## src/rtl/mem_bus_pkg.sv

```systemverilog
// Shared definitions for the two-master memory bus arbiter.
//   state_t    : arbiter FSM encoding (IDLE/BUS/ACK)
//   RW_*       : transfer direction, same polarity as the CPU rw line
//   M_*        : master indices (CPU core, loader/debug port)
//   cnt_width  : wait-counter width for a given timeout
package mem_bus_pkg;

    typedef enum logic [1:0] {
        IDLE = 2'd0,
        BUS  = 2'd1,
        ACK  = 2'd2
    } state_t;

    localparam logic RW_READ  = 1'b1;
    localparam logic RW_WRITE = 1'b0;

    localparam logic M_CPU    = 1'b0;
    localparam logic M_LOADER = 1'b1;

    // ceil(log2(t+1)) bits; a disabled timeout (t=0) still gets one bit
    // so the counter never collapses to zero width.
    function automatic int cnt_width(input int t);
        return (t > 0) ? $clog2(t + 1) : 1;
    endfunction

endpackage

```

## src/rtl/mem_arbiter_if.sv

```systemverilog
// Bus bundle between the two masters, the arbiter and the memory port.
//   m0_* / m1_* : per-master req/ack handshake, address, data, lock, err
//   mem_*       : shared memory port
//   owner, busy : arbiter status
// Modports: slave = arbiter view, master = environment (masters + memory).
interface mem_arbiter_if #(
    parameter int DATA_W = 32,
    parameter int ADDR_W = 32
);
    logic              m0_req,   m1_req;
    logic              m0_rw,    m1_rw;
    logic [ADDR_W-1:0] m0_addr,  m1_addr;
    logic [DATA_W-1:0] m0_wdata, m1_wdata;
    logic              m0_lock,  m1_lock;
    logic              m0_ack,   m1_ack;
    logic              m0_err,   m1_err;
    logic [DATA_W-1:0] m0_rdata, m1_rdata;

    logic              mem_valid;
    logic              mem_rw;
    logic [ADDR_W-1:0] mem_addr;
    logic [DATA_W-1:0] mem_wdata;
    logic [DATA_W-1:0] mem_rdata;
    logic              mem_ready;

    logic              owner;
    logic              busy;

    modport slave (
        input  m0_req, m1_req, m0_rw, m1_rw, m0_addr, m1_addr,
               m0_wdata, m1_wdata, m0_lock, m1_lock, mem_rdata, mem_ready,
        output m0_ack, m1_ack, m0_err, m1_err, m0_rdata, m1_rdata,
               mem_valid, mem_rw, mem_addr, mem_wdata, owner, busy
    );

    modport master (
        output m0_req, m1_req, m0_rw, m1_rw, m0_addr, m1_addr,
               m0_wdata, m1_wdata, m0_lock, m1_lock, mem_rdata, mem_ready,
        input  m0_ack, m1_ack, m0_err, m1_err, m0_rdata, m1_rdata,
               mem_valid, mem_rw, mem_addr, mem_wdata, owner, busy
    );
endinterface

```

## src/rtl/rr_pick2.sv

```systemverilog
// Combinational 2-way round-robin pick.
//   req0, req1 : pending requests
//   prio_last  : master that must yield on a tie
//   grant      : chosen master index (meaningful only when any=1)
//   any        : at least one request pending
module rr_pick2
    import mem_bus_pkg::*;
(
    input  logic req0,
    input  logic req1,
    input  logic prio_last,
    output logic grant,
    output logic any
);
    assign any   = req0 | req1;
    assign grant = (req0 & req1) ? ((prio_last == M_CPU) ? M_LOADER : M_CPU)
                                 : (req1 ? M_LOADER : M_CPU);
endmodule

```

## src/rtl/mem_arbiter.sv

```systemverilog
// Two-master memory arbiter: CPU core (m0) and loader/debug port (m1)
// share one memory port. Round-robin grant with per-master lock, latched
// request presented to memory, bounded wait for mem_ready.
//   clock, reset : system clock, synchronous active-high reset
//   bus (slave)  : master handshakes, memory port, owner/busy status
module mem_arbiter
    import mem_bus_pkg::*;
#(
    parameter int DATA_W  = 32,
    parameter int ADDR_W  = 32,
    parameter int TIMEOUT = 16
) (
    input  logic          clock,
    input  logic          reset,
    mem_arbiter_if.slave  bus
);
    localparam int CNT_W = cnt_width(TIMEOUT);
    localparam logic [CNT_W-1:0] CNT_LAST = CNT_W'((TIMEOUT > 0) ? TIMEOUT - 1 : 0);

    state_t                  state;
    logic                    owner_q;
    logic                    prio_last;
    logic                    rw_q;
    logic [ADDR_W-1:0]       addr_q;
    logic [DATA_W-1:0]       wdata_q;
    logic [CNT_W-1:0]        cnt;
    logic [1:0]              ack_q;
    logic [1:0]              err_q;
    logic [1:0][DATA_W-1:0]  rdata_q;

    logic [1:0] lock;
    logic       grant;
    logic       any;

    assign lock = {bus.m1_lock, bus.m0_lock};

    rr_pick2 u_pick (
        .req0      (bus.m0_req),
        .req1      (bus.m1_req),
        .prio_last (prio_last),
        .grant     (grant),
        .any       (any)
    );

    always_ff @(posedge clock) begin
        if (reset) begin
            state     <= IDLE;
            owner_q   <= M_CPU;
            prio_last <= M_LOADER;
            rw_q      <= 1'b0;
            addr_q    <= '0;
            wdata_q   <= '0;
            cnt       <= '0;
            ack_q     <= '0;
            err_q     <= '0;
            rdata_q   <= '0;
        end else begin
            // ack/err are single-cycle pulses raised only on entry to ACK
            ack_q <= '0;
            err_q <= '0;
            case (state)
                IDLE: begin
                    if (any) begin
                        owner_q <= grant;
                        rw_q    <= grant ? bus.m1_rw    : bus.m0_rw;
                        addr_q  <= grant ? bus.m1_addr  : bus.m0_addr;
                        wdata_q <= grant ? bus.m1_wdata : bus.m0_wdata;
                        cnt     <= '0;
                        state   <= BUS;
                    end
                end
                BUS: begin
                    if (bus.mem_ready) begin
                        if (rw_q == RW_READ)
                            rdata_q[owner_q] <= bus.mem_rdata;
                        ack_q[owner_q] <= 1'b1;
                        state          <= ACK;
                    end else if (TIMEOUT != 0 && cnt == CNT_LAST) begin
                        if (rw_q == RW_READ)
                            rdata_q[owner_q] <= '0;
                        ack_q[owner_q] <= 1'b1;
                        err_q[owner_q] <= 1'b1;
                        state          <= ACK;
                    end else if (cnt != '1) begin
                        cnt <= cnt + 1'b1;
                    end
                end
                ACK: begin
                    // A locked owner makes the other master the one that
                    // yields on the next tie, so the owner keeps the bus.
                    prio_last <= lock[owner_q] ? ~owner_q : owner_q;
                    state     <= IDLE;
                end
                default: state <= IDLE;
            endcase
        end
    end

    assign bus.m0_ack    = ack_q[0];
    assign bus.m1_ack    = ack_q[1];
    assign bus.m0_err    = err_q[0];
    assign bus.m1_err    = err_q[1];
    assign bus.m0_rdata  = rdata_q[0];
    assign bus.m1_rdata  = rdata_q[1];
    assign bus.mem_valid = (state == BUS);
    assign bus.mem_rw    = rw_q;
    assign bus.mem_addr  = addr_q;
    assign bus.mem_wdata = wdata_q;
    assign bus.owner     = owner_q;
    assign bus.busy      = (state != IDLE);

endmodule

```

## src/flat_wrapper.sv

```systemverilog
// flat-port wrapper written by rule: the top's interface ports become plain ports
module mem_arbiter_flat import mem_bus_pkg::*;
#(
    parameter int DATA_W  = 32,
    parameter int ADDR_W  = 32,
    parameter int TIMEOUT = 16
)
  (clock, reset, bus_m0_req, bus_m1_req, bus_m0_rw, bus_m1_rw, bus_m0_addr, bus_m1_addr, bus_m0_wdata, bus_m1_wdata, bus_m0_lock, bus_m1_lock, bus_mem_rdata, bus_mem_ready, bus_m0_ack, bus_m1_ack, bus_m0_err, bus_m1_err, bus_m0_rdata, bus_m1_rdata, bus_mem_valid, bus_mem_rw, bus_mem_addr, bus_mem_wdata, bus_owner, bus_busy);
  mem_arbiter_if #(.DATA_W(DATA_W), .ADDR_W(ADDR_W)) bus_i ();
  input  logic clock;
  input  logic reset;
  input wire logic [$bits(bus_i.m0_req)-1:0] bus_m0_req;
  input wire logic [$bits(bus_i.m1_req)-1:0] bus_m1_req;
  input wire logic [$bits(bus_i.m0_rw)-1:0] bus_m0_rw;
  input wire logic [$bits(bus_i.m1_rw)-1:0] bus_m1_rw;
  input wire logic [$bits(bus_i.m0_addr)-1:0] bus_m0_addr;
  input wire logic [$bits(bus_i.m1_addr)-1:0] bus_m1_addr;
  input wire logic [$bits(bus_i.m0_wdata)-1:0] bus_m0_wdata;
  input wire logic [$bits(bus_i.m1_wdata)-1:0] bus_m1_wdata;
  input wire logic [$bits(bus_i.m0_lock)-1:0] bus_m0_lock;
  input wire logic [$bits(bus_i.m1_lock)-1:0] bus_m1_lock;
  input wire logic [$bits(bus_i.mem_rdata)-1:0] bus_mem_rdata;
  input wire logic [$bits(bus_i.mem_ready)-1:0] bus_mem_ready;
  output wire logic [$bits(bus_i.m0_ack)-1:0] bus_m0_ack;
  output wire logic [$bits(bus_i.m1_ack)-1:0] bus_m1_ack;
  output wire logic [$bits(bus_i.m0_err)-1:0] bus_m0_err;
  output wire logic [$bits(bus_i.m1_err)-1:0] bus_m1_err;
  output wire logic [$bits(bus_i.m0_rdata)-1:0] bus_m0_rdata;
  output wire logic [$bits(bus_i.m1_rdata)-1:0] bus_m1_rdata;
  output wire logic [$bits(bus_i.mem_valid)-1:0] bus_mem_valid;
  output wire logic [$bits(bus_i.mem_rw)-1:0] bus_mem_rw;
  output wire logic [$bits(bus_i.mem_addr)-1:0] bus_mem_addr;
  output wire logic [$bits(bus_i.mem_wdata)-1:0] bus_mem_wdata;
  output wire logic [$bits(bus_i.owner)-1:0] bus_owner;
  output wire logic [$bits(bus_i.busy)-1:0] bus_busy;
  assign bus_i.m0_req = bus_m0_req;
  assign bus_i.m1_req = bus_m1_req;
  assign bus_i.m0_rw = bus_m0_rw;
  assign bus_i.m1_rw = bus_m1_rw;
  assign bus_i.m0_addr = bus_m0_addr;
  assign bus_i.m1_addr = bus_m1_addr;
  assign bus_i.m0_wdata = bus_m0_wdata;
  assign bus_i.m1_wdata = bus_m1_wdata;
  assign bus_i.m0_lock = bus_m0_lock;
  assign bus_i.m1_lock = bus_m1_lock;
  assign bus_i.mem_rdata = bus_mem_rdata;
  assign bus_i.mem_ready = bus_mem_ready;
  assign bus_m0_ack = bus_i.m0_ack;
  assign bus_m1_ack = bus_i.m1_ack;
  assign bus_m0_err = bus_i.m0_err;
  assign bus_m1_err = bus_i.m1_err;
  assign bus_m0_rdata = bus_i.m0_rdata;
  assign bus_m1_rdata = bus_i.m1_rdata;
  assign bus_mem_valid = bus_i.mem_valid;
  assign bus_mem_rw = bus_i.mem_rw;
  assign bus_mem_addr = bus_i.mem_addr;
  assign bus_mem_wdata = bus_i.mem_wdata;
  assign bus_owner = bus_i.owner;
  assign bus_busy = bus_i.busy;
  mem_arbiter #(.DATA_W(DATA_W), .ADDR_W(ADDR_W), .TIMEOUT(TIMEOUT)) u_core (.clock(clock), .reset(reset), .bus(bus_i));
endmodule
```

## config.mk

```make
export PLATFORM = sky130hd
export DESIGN_NAME = mem_arbiter_flat
export DESIGN_NICKNAME = d
export VERILOG_FILES = /design/src/rtl/mem_bus_pkg.sv /design/src/rtl/mem_arbiter_if.sv /design/src/rtl/rr_pick2.sv /design/src/rtl/mem_arbiter.sv /design/src/flat_wrapper.sv
export SDC_FILE = /design/constraint.sdc
export NUM_CORES = 1
export LEC_CHECK = 0
export CORE_AREA = 2 2 148 150
export CTS_CLUSTER_DIAMETER = 40
export DETAILED_ROUTE_END_ITERATION = 6
export DIE_AREA = 0 0 150 152
export GPL_TIMING_DRIVEN = 1
export PLACE_DENSITY = 0.6
export SETUP_SLACK_MARGIN = 0.15
export SYNTH_ARGS = -nofsm -noshare
export SYNTH_HDL_FRONTEND = slang
export SYNTH_SLANG_ARGS = --single-unit
```

## constraint.sdc

```tcl
create_clock -name clock -period 3.7 [get_ports clock]
set_input_delay 0.925 -clock clock [delete_from_list [all_inputs] [get_ports clock]]
set_output_delay 0.925 -clock clock [all_outputs]
set_load 0.1 [all_outputs]
```

======== Yosys cells after proc, flatten, opt, wreduce, memory -nomap -nowiden ========
Index checks and enable logic that the tools add are counted.
storage, ports and cells
  input port bits ......................... 169
  flip-flop bits (word level) ............. 142
  word-level logic and storage cells ...... 69
cells by class
  $add $sub $neg .......................... 1
  eq/ne operators ......................... 9
  reductions and logical operators ........ 11
  bitwise logic cells ..................... 6
  muxes and demuxes ....................... 29
  order comparisons ....................... 2
operator list
  operator                                               count
  two-way mux 64 bit                                     4
  two-way mux 32 bit                                     3
  AND 64 bit                                             1
  bitwise mux 64 bit                                     1
  inverter 64 bit                                        1
  demux 32 bit (select 1 bit)                            1
  two-way mux 5 bit                                      4
  two-way mux 2 bit                                      5
  one-hot mux 5 bit (2 select lines)                     1
  two-way mux 1 bit                                      8
  nonzero test 2 bit                                     3
  adder 5 x 1 -> 5 bit, second input constant            1
  equality test 5 x 4 -> 1 bit, second input constant    1
  inequality test 5 bit, second input constant           1
  AND reduction 5 bit                                    1
  inequality test 2 x 1 -> 1 bit, second input constant  2
  inequality test 2 bit, second input constant           2
  one-hot mux 2 bit (2 select lines)                     1
  AND reduction 2 bit                                    2
  inequality test 3 x 2 -> 1 bit, second input constant  1
  AND reduction 3 bit                                    1
  OR reduction 3 bit                                     1
  equality test 2 x 1 -> 1 bit, second input constant    1
  equality test 2 bit, second input constant             1
  other kinds (9)                                        10

======== Depth between registers and ports, before layout ========
  depth after elaboration ................. 9
  gate-level depth with buffers ........... 8
  depth with buffers taken out ............ 6

======== Cells and area by module ========
Synthesis repeated with hierarchy kept, for this count alone.
second synthesis, totals
  cells, all modules ...................... 604
  area, all modules ....................... 5853.1 µm²
modules (own cells, without submodules)
  module       sequential area each (µm²)  cells an instance  area each (µm²)  times used
  mem_arbiter  2842.7                      602                5839.4           1
  rr_pick2     0.0                         2                  13.8             1

======== Least setup slack after synthesis ========
Ideal clock, no wire load.
  path type ............................... register -> output
  start point ............................. reg u_core.state[1]
  end point ............................... out bus_mem_valid
  arrival time ............................ 1424 ps
  path slack .............................. 1351 ps
  required time ........................... 2775 ps
  cell stages (with the launch flop) ...... 5
  path buffers ............................ 2
  cells stage by stage .................... dfxtp_1 > nand2b_1 > buf_2 > clkbuf_1 > inv_1
between the ends
  longest elaborated chain between the ends .. 1
ends and longest elaborated chain
  element                       RTL line            text
  start, declared               mem_arbiter.sv:20   state_t state;
  start signal, assigned        mem_arbiter.sv:47   state <= IDLE;
  start signal, assigned        mem_arbiter.sv:69   state <= BUS;
  start signal, assigned        mem_arbiter.sv:77   state <= ACK;
  equality test 2 x 1 -> 1 bit  mem_arbiter.sv:105  assign bus.mem_valid = (state == BUS);
  end, declared                 flat_wrapper.sv:30  output wire logic [$bits(bus_i.mem_valid)-1:0] bus_mem_valid;
Every way passes these cells.

======== Worst setup path after layout ========
  start point ............................. reg u_core.state[0]
  end point ............................... out bus_mem_valid
Same word-level chain as after synthesis.

==> results.sh <==
export IMPL_cts_root_buf="clkbuf_16"
export IMPL_grt_usage_pct=18.9
export IMPL_reg2reg_slack_ns=1.25
export IMPL_synth_xor_area_share_pct=0
export IMPL_p_leak_uw=0.00356
export IMPL_ys_top_cells_by_count="dfxtp_1, a21oi_1, nor4_1"
export IMPL_fin_crit_ns=2.89
export IMPL_grt_pass1_vias=6066
export IMPL_relSlewSlack_pct=32.2
export IMPL_hold_violations=0
export IMPL_synthCells=635
export IMPL_n_antenna_cell=0
export IMPL_clock_latency_ns=0.42
export IMPL_core_area_um2=21400
export IMPL_cp_end_kind="output pin"
export IMPL_arrival_ns=1.96
export IMPL_fp_dieArea_um2=22800
export IMPL_clk_pin_slew_ns=0.06
export IMPL_synthAdderAreaFrac_pct=0.601
export IMPL_crit_required_ns=2.77
export IMPL_dpl_hpwl_um=14800
export IMPL_via_count=6095
export IMPL_netlist_top_cells_area="dfxtp_1, mux2i_1, a31o_1, a211oi_1, nor4_1"
export IMPL_crit_chain="nand2b_2 > inv_1 > buf_4"
export IMPL_routed_wl_um=21900
export IMPL_ctsHtreeMaxLevel=4
export IMPL_cpPeakStageDelay_ns=0.54
export IMPL_fin_tns_setup_ns=0
export IMPL_irDropWorstVdd_uv=235
export IMPL_rsz0062_at_grt="false"
export IMPL_fin_crit_sh_pct=78.0
export IMPL_netlist_area_um2=6250
export IMPL_die_x_um=150
export IMPL_numCtsBuffers=17
export IMPL_cts_hold_buf=0
export IMPL_clock_path_buffers=2
export IMPL_syn_to_final_growth_pct=59.0
export IMPL_setup_viol=0
export IMPL_synth_edff_count=0
export IMPL_antenna_left=0
export IMPL_critPathLaunchType="flop"
export IMPL_hold_path_class="reg -> reg"
export IMPL_slowest_stage="dfxtp_1"
export IMPL_wl_per_cell_um=18.5
export IMPL_placed_cell_area_um2=9340
export IMPL_synth_top_area_share_pct=45.5
export IMPL_synthMostInstantiatedCell="dfxtp_1"
export IMPL_synth_top_family_by_area="compound AO/OA/AOI/OAI gates"
export IMPL_synth_top_area_cell="dfxtp_1"
export IMPL_via_per_inst=5.14
export IMPL_final_area_um2=9940
export IMPL_worst_path_max_fanout=28
export IMPL_synth_distinct_cells=38
export IMPL_gr_total_overflow=0
export IMPL_synthMuxAreaShare_pct=10.8
export IMPL_start_util_pct=29.3
export IMPL_worst_pin_slew_ns=1.01
export IMPL_p_per_area_nw_per_um2=488
export IMPL_ys_flop_type="dfxtp_1"
export IMPL_synth_compound_area_share_pct=23.6
export IMPL_grt_max_degree=69
export IMPL_yosys_warnings=0
export IMPL_syn_area_per_cell_um2=9.84
export IMPL_post_cts_buffers=0
export IMPL_syn_nets=807
export IMPL_grt_first_pass_wirelength_um=34200
export IMPL_worstSetupPathType="reg -> out"
export IMPL_cts_tree="built"
export IMPL_numClockSinks=142
export IMPL_final_nets=1064
export IMPL_place_gp_congestion=0.737
export IMPL_finalClockSkew_ns=0.0110
export IMPL_dr_pass1_iters=4
export IMPL_ys_seq_elements=142
export IMPL_maxCapViolations=0
export IMPL_io_pins=305
export IMPL_async_flop_share_pct=0
export IMPL_drv_slew=0
export IMPL_drive_gt1_share_pct=10.9
export IMPL_die_y_um=152
export IMPL_yosys_area_share_simple_pct=12.8
export IMPL_drt_iter0_drc=233
export IMPL_status="finished, final reports clean"
export IMPL_max_freq_mhz=346
export IMPL_ctsResizeCount=0
export IMPL_antenna_found_initial=0
export IMPL_port_buffers=304
export IMPL_ys_seq_area_share_pct=45.5
export IMPL_rows=54
export IMPL_remaining_drc_errors=0
cell usage in the layout (no fill, tap or decap), types with 2 or more instances in the layout:
cell type	instances
a22o_1	2
clkinv_2	2
clkbuf_16	17
nand2_1	2
a21oi_1	69
inv_1	5
nor3_1	4
buf_4	52
nand2b_1	2
inv_2	2
nor2_1	4
a211oi_1	65
a31oi_1	2
mux2_2	2
a31o_2	4
clkbuf_1	2
clkinvlp_4	3
clkdlybuf4s50_1	266
ha_1	3
buf_12	2
bufinv_16	3
a31o_1	60
or3_1	4
nand3b_1	32
mux2i_1	65
nor4_1	66
o21ai_0	2
dfxtp_1	141
clkinv_4	4
through the flow:
stage          hold slack, ns  utilization, %  power [uW]  worst slack, ns  cells
4_1_cts                 0.478            46.5        4910            0.787   1185
3_3_place_gp            0.457            43.7        3140            0.783   1153
6_report                0.472            46.5        4850            0.813   1185
5_1_grt                 0.488            46.5        5050            0.686   1185
3_5_place_dp            0.464            43.7        3140            0.786   1153
2_1_floorplan           0.455               -        2680             1.35    635
flip-flops by register name, summed over array words and instances (netlist names):
register	flops
u_core.bus.m0_rdata	32
u_core.bus.m1_rdata	32
u_core.bus.mem_addr	32
u_core.bus.mem_wdata	32
u_core.cnt	5
u_core.ack_q	2
u_core.err_q	2
u_core.state	2
u_core.bus.mem_rw	1
u_core.bus.owner	1
u_core.prio_last	1
logic make-up (layout without fill, tap and decap cells):
logic type | count (synthesis) | in the layout
flops | 142 | 142
compound gates | 210 | 210
mux | 67 | 67
simple gates | 124 | 124
buf+inv | 89 | 359
fa+ha+maj | 3 | 3
final timing paths:
| check | start | endpoint | depth (start not counted) |
|---|---|---|---|
| hold / removal | u_core.bus.m0_rdata[6] | u_core.bus.m0_rdata[6] | 1 |
| hold reg to reg | u_core.bus.m0_rdata[6] | u_core.bus.m0_rdata[6] | 1 |
| setup / recovery | u_core.state[0] | bus_mem_valid | 3 |
| setup reg to reg | u_core.state[0] | u_core.bus.m1_rdata[28] | 5 |
per-layer routing:
layer	global-route usage, %	wire (um)	up-vias	part of all wire [%]
li1	-	-	2972	-
met2	29.7	10100	241	46
met1	25.2	9840	2858	45
met3	5.65	1740	24	7.9
met5	0	0	-	0
met4	5.26	296	0	1.3
cell type report:
class | instances | area (um^2)
multi-input combinational | 404 | 3020
sequential | 142 | 2840
timing repair buffer | 320 | 3090
clock inverter | 13 | 166
clock buffer | 19 | 433
inverter | 7 | 26.3
fill | 2138 | 11400
tap | 280 | 350
worst max-delay path, delay by kind of cell, from the launching register on:
| family | cells | cell delay [ns] |
|---|---|---|
| DFF | 1 | 0.54 |
| and+or+nand+nor | 1 | 0.41 |
| buffers and inverters | 2 | 0.59 |
where the power goes:
part	switching [uW]	leakage, uW	internal (uW)
Clock	687	0.000284	1060
Sequential	55.6	0.00116	1620
Combinational	1000	0.00211	425
Note: power is estimated with default switching activity, not from simulation.
